**src/rtl/bcd_pkg.sv**
```systemverilog
// Shared BCD types and constants for the up/down decade counter.
package bcd_pkg;

  typedef logic [3:0] bcd_digit_t;

  localparam bcd_digit_t BCD_MAX = 4'd9;
  localparam bcd_digit_t BCD_MIN = 4'd0;

  // 0.671 s step period at a 50 MHz clock
  localparam int unsigned TICK_DIV_DEFAULT = 33554432;

  function automatic bcd_digit_t bcd_clamp(input logic [3:0] val);
    return (val > BCD_MAX) ? BCD_MAX : val;
  endfunction

endpackage

```
**src/rtl/bcd7seg.sv**
```systemverilog
// Shared BCD to active-low 7-segment decoder, seg[0]=a .. seg[6]=g.
// Only compiled into builds that define BCD_UPDOWN_HEX_EN.
`ifdef BCD_UPDOWN_HEX_EN
module bcd7seg (
  input  logic [3:0] digit,
  output logic [6:0] seg
);

  always_comb begin
    seg = 7'b1111111;
    case (digit)
      4'd0: seg = 7'b1000000;
      4'd1: seg = 7'b1111001;
      4'd2: seg = 7'b0100100;
      4'd3: seg = 7'b0110000;
      4'd4: seg = 7'b0011001;
      4'd5: seg = 7'b0010010;
      4'd6: seg = 7'b0000010;
      4'd7: seg = 7'b1111000;
      4'd8: seg = 7'b0000000;
      4'd9: seg = 7'b0010000;
      default: seg = 7'b1111111;
    endcase
  end

endmodule
`endif

```
**src/rtl/bcd_digit.sv**
```systemverilog
// One BCD decade cell: loadable, steps up or down when its carry/borrow input is set.
module bcd_digit
  import bcd_pkg::*;
(
  input  logic       clk,
  input  logic       rst_n,
  input  logic       step,
  input  logic       up_dn,
  input  logic       cin,
  input  logic       load,
  input  logic [3:0] ld_val,
  output logic [3:0] digit,
  output logic       cout
);

  // cin doubles as borrow-in when counting down
  assign cout = cin & (up_dn ? (digit == BCD_MAX) : (digit == BCD_MIN));

  always_ff @(posedge clk or negedge rst_n) begin
    if (!rst_n) begin
      digit <= BCD_MIN;
    end else if (load) begin
      digit <= bcd_clamp(ld_val);
    end else if (step && cin) begin
      if (up_dn) begin
        digit <= (digit >= BCD_MAX) ? BCD_MIN : digit + 4'd1;
      end else begin
        digit <= (digit == BCD_MIN) ? BCD_MAX : digit - 4'd1;
      end
    end
  end

endmodule

```
**src/rtl/bcd_updown_counter.sv**
```systemverilog
// Prescaled multi-decade BCD up/down counter with load, tick/wrap pulses and 7-seg outputs.
// Define BCD_UPDOWN_HEX_EN to build the per-digit decoders; otherwise hex is blank (all ones).
module bcd_updown_counter
  import bcd_pkg::*;
#(
  parameter int unsigned DIGITS   = 3,
  parameter int unsigned TICK_DIV = TICK_DIV_DEFAULT
) (
  input  logic                  CLOCK_50,
  input  logic                  KEY0,
  input  logic                  en,
  input  logic                  up_dn,
  input  logic                  load,
  input  logic [4*DIGITS-1:0]   load_val,
  output logic [4*DIGITS-1:0]   bcd,
  output logic                  tick,
  output logic                  wrap,
  output logic [7*DIGITS-1:0]   hex
);

  localparam int unsigned PW = (TICK_DIV > 2) ? $clog2(TICK_DIV) : 1;

  logic [PW-1:0] presc;
  logic          presc_tc;
  logic          step;
  logic [DIGITS:0] carry;

  assign presc_tc = (presc == PW'(TICK_DIV - 1));
  // load wins over a coincident step
  assign step     = en & presc_tc & ~load;

  always_ff @(posedge CLOCK_50 or negedge KEY0) begin
    if (!KEY0) begin
      presc <= '0;
    end else if (load) begin
      presc <= '0;
    end else if (en) begin
      presc <= presc_tc ? '0 : presc + 1'b1;
    end
  end

  always_ff @(posedge CLOCK_50 or negedge KEY0) begin
    if (!KEY0) begin
      tick <= 1'b0;
      wrap <= 1'b0;
    end else begin
      tick <= step;
      wrap <= step & carry[DIGITS];
    end
  end

  assign carry[0] = 1'b1;

  for (genvar g = 0; g < DIGITS; g++) begin : g_digit
    bcd_digit u_digit (
      .clk    (CLOCK_50),
      .rst_n  (KEY0),
      .step   (step),
      .up_dn  (up_dn),
      .cin    (carry[g]),
      .load   (load),
      .ld_val (load_val[4*g +: 4]),
      .digit  (bcd[4*g +: 4]),
      .cout   (carry[g+1])
    );
  end

`ifdef BCD_UPDOWN_HEX_EN
  for (genvar g = 0; g < DIGITS; g++) begin : g_hex
    bcd7seg u_seg (
      .digit (bcd[4*g +: 4]),
      .seg   (hex[7*g +: 7])
    );
  end
`else
  assign hex = '1;
`endif

endmodule

```
**config.mk**
```make
export PLATFORM = sky130hd
export DESIGN_NAME = bcd_updown_counter
export DESIGN_NICKNAME = d
export VERILOG_FILES = /design/src/rtl/bcd_pkg.sv /design/src/rtl/bcd7seg.sv /design/src/rtl/bcd_digit.sv /design/src/rtl/bcd_updown_counter.sv
export SDC_FILE = /design/constraint.sdc
export NUM_CORES = 1
export LEC_CHECK = 0
export CAP_MARGIN = 20
export CORE_UTILIZATION = 45
export CTS_BUF_LIST = sky130_fd_sc_hd__clkbuf_4 sky130_fd_sc_hd__clkbuf_8
export DETAILED_ROUTE_END_ITERATION = 12
export PLACE_DENSITY_LB_ADDON = 0.08
export SLEW_MARGIN = 40
export SYNTH_ARGS = -nofsm -noshare
export SYNTH_HDL_FRONTEND = slang
export SYNTH_SLANG_ARGS = --single-unit
```
**constraint.sdc**
```tcl
create_clock -name CLOCK_50 -period 6.1 [get_ports CLOCK_50]
set_clock_uncertainty 0.1 [all_clocks]
set_input_delay 1.22 -clock CLOCK_50 [delete_from_list [all_inputs] [get_ports CLOCK_50]]
set_output_delay 1.22 -clock CLOCK_50 [all_outputs]
set_load 0.005 [all_outputs]
```
==> impl_metrics.ini, run 1 <==
[synthesis]
yosysTopAreaCell = dfrtp_1
synthTopCellsByArea = dfrtp_1, ha_1, buf_4
netlist_top_cells_count = dfrtp_1, nor2_1, buf_4
ys_warn_count = 0
ys_types = 56
synthCells = 342
synth-seq-cells = 39
synth_edf_count = 0
syn_avg_cell_area_um2 = 8.546
yosysSeqAreaShare = 0.3339
synth_most_common_cell = dfrtp_1
yosysTopAreaCellShare = 0.3339
async_flop_share = 1.000
synth_area_um2 = 2923
synth-main-ff-cell = dfrtp_1

[setup_path]
startpoint_type = input pin
crit_chain = clkdlybuf4s50_1 -> nand3_1 -> or4_1 -> or3_1 -> nor4_2 -> a211oi_1
worstPathRequired_ns = 6.16
cp_slowest_cell = clkdlybuf4s50_1
cp.arrival_ns = 3.39
critPathMaxStageDelay_ns = 0.69
worstSetupPathType = input pin to register
cp-end-kind = register
critPathMaxFanout = 11

[detailed_routing]
viasPerCell = 5.538
wl_per_cell_um = 13.86
via_count = 2431
antenna_left = 0
drt-total-wl_um = 6086
drt_iter0_markers = 65
firstDrtPassIters = 4
drc = 0

[die]
initial_core_util = 0.4795
fp-row-count = 28
die-area_um2 = 6821
core_um2 = 6096
io_pins = 52
die_h_um = 82.59
die-width_um = 82.59

[timing]
report.final.slew_viol_count = 0
fmax_mhz = 300.6
fin_crit_sh = 0.5453
fin_crit_ns = 3.326
fin_tns_setup_ns = 0
relSlewSlack = 0.5605
hold_viol_final = 0
setup_violations = 0
worstMarginPinSlew_ns = 0.6533
rsz0062_at_grt = no

[pwr]
peakVddDrop_mv = 0.1149
power.total_mw = 0.6241
power.leakage_nw = 1.349
powerDensity_nw_per_um2 = 189.5

[place]
numPlacedInstances = 431
port_buffers = 30
dpl.hpwl_um = 4317
place_area_um2 = 3173
gp_congestion = 0.8603

[clock_network]
h-tree-depth = 2
cts_root_buf = clkbuf_8
ctsResizeCount = 0
ctsHoldBuffers = 0
clk_pin_slew_ns = 0.07
cts_tree = done
clk_latency_ns = 0.30
cts_num_sinks = 39
cts_inserted_buffers = 5
cts_setup_buffers = 0
clockBufferDepth = 2

[job]
max_cap_violations = 0

[global_route]
grt_pass1_wl_um = 10490
grtUsageTotal = 0.2002
grt_overflow = 0
grt_pass1_vias = 2250
antenna_found_initial = 0
grt_start_max_net_pins = 40

[cells_and_area]
n_fill_cell = 593
drive_above_1_share = 0.07692
syn_to_final_growth_pct = 12.67
nets = 393
final_cells = 439
design_area_um2 = 3293
utilization = 0.5402
antenna_cells = 0

[worst_hold_path]
hp-class = register to register

[status]
status = completed
==> report_power, final <==
part	leakage, nW	internal, mW	switching (mW)
Combinational	0.767	0.0565	0.0571
Sequential	0.521	0.267	0.0198
Clock	0.0612	0.132	0.0919
Total	1.35	0.455	0.169
==> worst max-delay path: cells and delay by family <==
kind,cells,cell delay [ns]
and+or+nand+nor,4,1.40
buffers and inverters,1,0.69
AOI/OAI and AO/OA,1,0.08
==> per-layer routing <==
metal | part of all wire | track usage | up-vias
met5 | 0 | 0 | -
met4 | 0.012 | 0.05862 | 0
met3 | 0.036 | 0.03956 | 7
met2 | 0.45 | 0.3207 | 47
met1 | 0.50 | 0.2731 | 1157
li1 | - | - | 1220
==> registers in the layout, indices dropped and copies added, names as in the netlist <==
signal                 count
tick                       1
wrap                       1
g_digit.u_digit.digit     12
presc                     25
==> path summary, 6_finish.rpt <==
check                                                  from                     endpoint  slack, ns  cells after the start
max in group asynchronous                              KEY0  g_digit[1].u_digit.digit[2]       4.76                      1
worst max register to register  g_digit[0].u_digit.digit[0]  g_digit[1].u_digit.digit[0]       3.46                      7
worst min-delay path                              presc[23]                    presc[23]       0.45                      2
worst max-delay path                                     en  g_digit[1].u_digit.digit[0]       2.77                      6
worst min register to register                    presc[23]                    presc[23]       0.45                      2
min in group asynchronous                              KEY0  g_digit[0].u_digit.digit[0]       0.78                      1
==> cells by family after synthesis <==
family	Yosys count	share of synthesized area
compound gates	67	0.1520
xor+xnor	22	0.06593
fa+ha+maj	13	0.05565
buf+inv	52	0.09417
flops	39	0.3339
mux	4	0.01370
other cells	1	0.001283
simple gates	144	0.2834
==> cell usage in the layout (no fill, tap or decap), types with 2 or more instances in the layout <==
master / instances
a211oi_1: 6
a21o_1: 3
a21oi_1: 16
a221o_1: 2
a22oi_1: 2
a31oi_1: 3
a32o_1: 2
and2_1: 3
and3b_1: 2
and4b_1: 2
buf_4: 2
clkbuf_8: 6
clkdlybuf4s50_1: 28
conb_1: 21
dfrtp_1: 39
ha_1: 13
inv_1: 15
mux2i_1: 4
nand2_1: 17
nand2b_1: 6
nand3_1: 17
nand3b_1: 5
nand4_1: 7
nand4_2: 3
nor2_1: 36
nor2b_1: 9
nor3_1: 8
nor4_1: 7
nor4_2: 3
o21ai_0: 17
o21bai_1: 2
o22ai_1: 3
o41ai_1: 2
or3_1: 2
or3b_2: 5
or4_1: 3
xnor2_1: 9
xor2_1: 13
==> area by class of cell <==
| type | count | area (um2) | share of cell area |
|---|---|---|---|
| clock buffer | 6 | 82.58 | 0.02508 |
| inverter | 15 | 56.30 | 0.01710 |
| multi-input combinational | 271 | 1749 | 0.5312 |
| tap | 75 | 93.84 | 0.02850 |
| clock inverter | 2 | 35.03 | 0.01064 |
| sequential | 39 | 975.9 | 0.2964 |
| timing repair buffer | 31 | 300.3 | 0.09119 |
==> stage by stage <==
step | hold WS [ns] | worst slack (ns)
finish | 0.4478 | 2.774
global route | 0.4841 | 2.592
CTS | 0.4571 | 2.642
detailed placement | 0.4362 | 2.306
global placement | 0.4356 | 2.037
floorplan | 0.4049 | 3.203
Power figures use the tool's default switching activity.
==> run 2: changes to the inputs <==
- clock period: 6.1 -> 2.8 ns (I/O delays scaled with it)
==> run 2 against run 1 <==
Wire length up 3.5%. Flip-flop and latch count unchanged. Count of clock-buffer cells in the layout is 1 higher. Global-route usage grew 0.20 points. Die area did not move. Cell area up 3.0%. Via count increased by 1.2%. Register-to-register slack worse by 3.1 ns. Sequential power is 120% higher. Clock power up 73%. Sequential share of layout area fell by 0.86 points. Worst setup slack worse by 2.4 ns. Critical endpoint unchanged. Largest cell class unchanged. Largest power group unchanged.
==> impl_metrics.ini, run 2 (synthesis gave the netlist of run 1 again) <==
[status]
status = completed

[setup_path]
worstSetupPathType = register to register
critPathMaxStageDelay_ns = 0.57
cp_slowest_cell = or4_1
crit_chain = ha_1 -> nand4_1 -> or4_1 -> or3_1 -> nor4_2 -> a211oi_1
worstPathRequired_ns = 2.86
startpoint_type = register
cp-end-kind = register
critPathMaxFanout = 8
cp.arrival_ns = 2.52

[clock_network]
h-tree-depth = 2
cts_root_buf = clkbuf_8
cts_setup_buffers = 0
cts_tree = done
clk_latency_ns = 0.29
ctsResizeCount = 0
clk_pin_slew_ns = 0.07
cts_num_sinks = 39
cts_inserted_buffers = 5
clockBufferDepth = 2
ctsHoldBuffers = 0

[die]
initial_core_util = 0.4795
fp-row-count = 28
die-area_um2 = 6821
die_h_um = 82.59
io_pins = 52
die-width_um = 82.59
core_um2 = 6096

[timing]
worstMarginPinSlew_ns = 0.5878
fmax_mhz = 406.9
fin_ws_ns = 0.3422
setup_violations = 0
hold_viol_final = 0
fin_crit_sh = 0.8778
report.final.slew_viol_count = 0
fin_tns_setup_ns = 0
rsz0062_at_grt = no
fin_crit_ns = 2.458
relSlewSlack = 0.6051

[detailed_routing]
viasPerCell = 5.421
firstDrtPassIters = 5
via_count = 2461
drc = 0
antenna_left = 0
drt-total-wl_um = 6302
drt_iter0_markers = 124
wl_per_cell_um = 13.88

[job]
max_cap_violations = 0

[cells_and_area]
nets = 408
top_regs = presc: 25 flops, g_digit.u_digit.digit: 12 flops
antenna_cells = 0
largest_reg_flops = 25
design_area_um2 = 3392
final_cell_mix = dfrtp_1, nor2_1, clkdlybuf4s50_1
final_common_cell = dfrtp_1
top_register = presc
drive_above_1_share = 0.1082
final_cells = 454
syn_to_final_growth_pct = 16.05

[global_route]
grt_pass1_wl_um = 10540
antenna_found_initial = 0
grt_overflow = 0
grtUsageTotal = 0.2021
grt_start_max_net_pins = 40
grt_pass1_vias = 2265

[place]
dpl_worst_slack_ns = 0.04874
gp_congestion = 0.8306
dpl.hpwl_um = 4634
place_area_um2 = 3303
numPlacedInstances = 446
port_buffers = 30

[pwr]
power.leakage_nw = 1.415
peakVddDrop_mv = 0.2321
powerDensity_nw_per_um2 = 375.7

[worst_hold_path]
hp-class = input pin to async pin
[run 2: path summary, 6_finish.rpt]
path	from	end	slack, ns	depth (start not counted)
worst max-delay path	presc[0]	g_digit[1].u_digit.digit[0]	0.34	6
worst min-delay path	KEY0	g_digit[0].u_digit.digit[0]	0.13	1
worst max register to register	presc[0]	g_digit[1].u_digit.digit[0]	0.34	6
worst min register to register	presc[23]	presc[23]	0.46	2
max in group asynchronous	KEY0	g_digit[1].u_digit.digit[2]	2.11	1
min in group CLOCK_50	presc[23]	presc[23]	0.46	2
[run 2: per-layer routing]
| layer | GRT usage | part of all wire |
|---|---|---|
| met3 | 0.03626 | 0.043 |
| met1 | 0.2780 | 0.48 |
| met2 | 0.3298 | 0.46 |
| met5 | 0 | 0 |
| met4 | 0.04655 | 0.0090 |
[run 2: critical path, delay by kind of cell (launching register included)]
kind                     cells  cell delay [ns]
AND/OR/NAND/NOR              4             1.51
flip-flops                   1             0.41
adder cells (fa/ha/maj)      1             0.24
AO/OA/AOI/OAI                1             0.07
[run 2: where the power goes]
group	total [mW]	internal, mW	switching (mW)
logic	0.268	0.136	0.132
registers	0.619	0.581	0.0386
clock network	0.387	0.194	0.193
[run 2: metrics by stage]
step                      hold slack (ns)  power [mW]  utilization
after floorplan                    0.1644      0.8029            -
after global placement             0.4331      0.8966       0.5415
after detailed placement           0.4464      0.8990       0.5419
after CTS                          0.1455       1.295       0.5564
after global routing               0.1774       1.351       0.5564
final                              0.1342       1.274       0.5564
[run 2: final cells by class]
type / instances / area [um2]
clock inverters: 1 / 5.005
well taps: 75 / 93.84
multi-input cells: 271 / 1747
fillers: 597 / 2704
inverters: 15 / 56.30
clock buffers: 7 / 83.83
repair buffers: 46 / 430.4
flip-flops and latches: 39 / 975.9
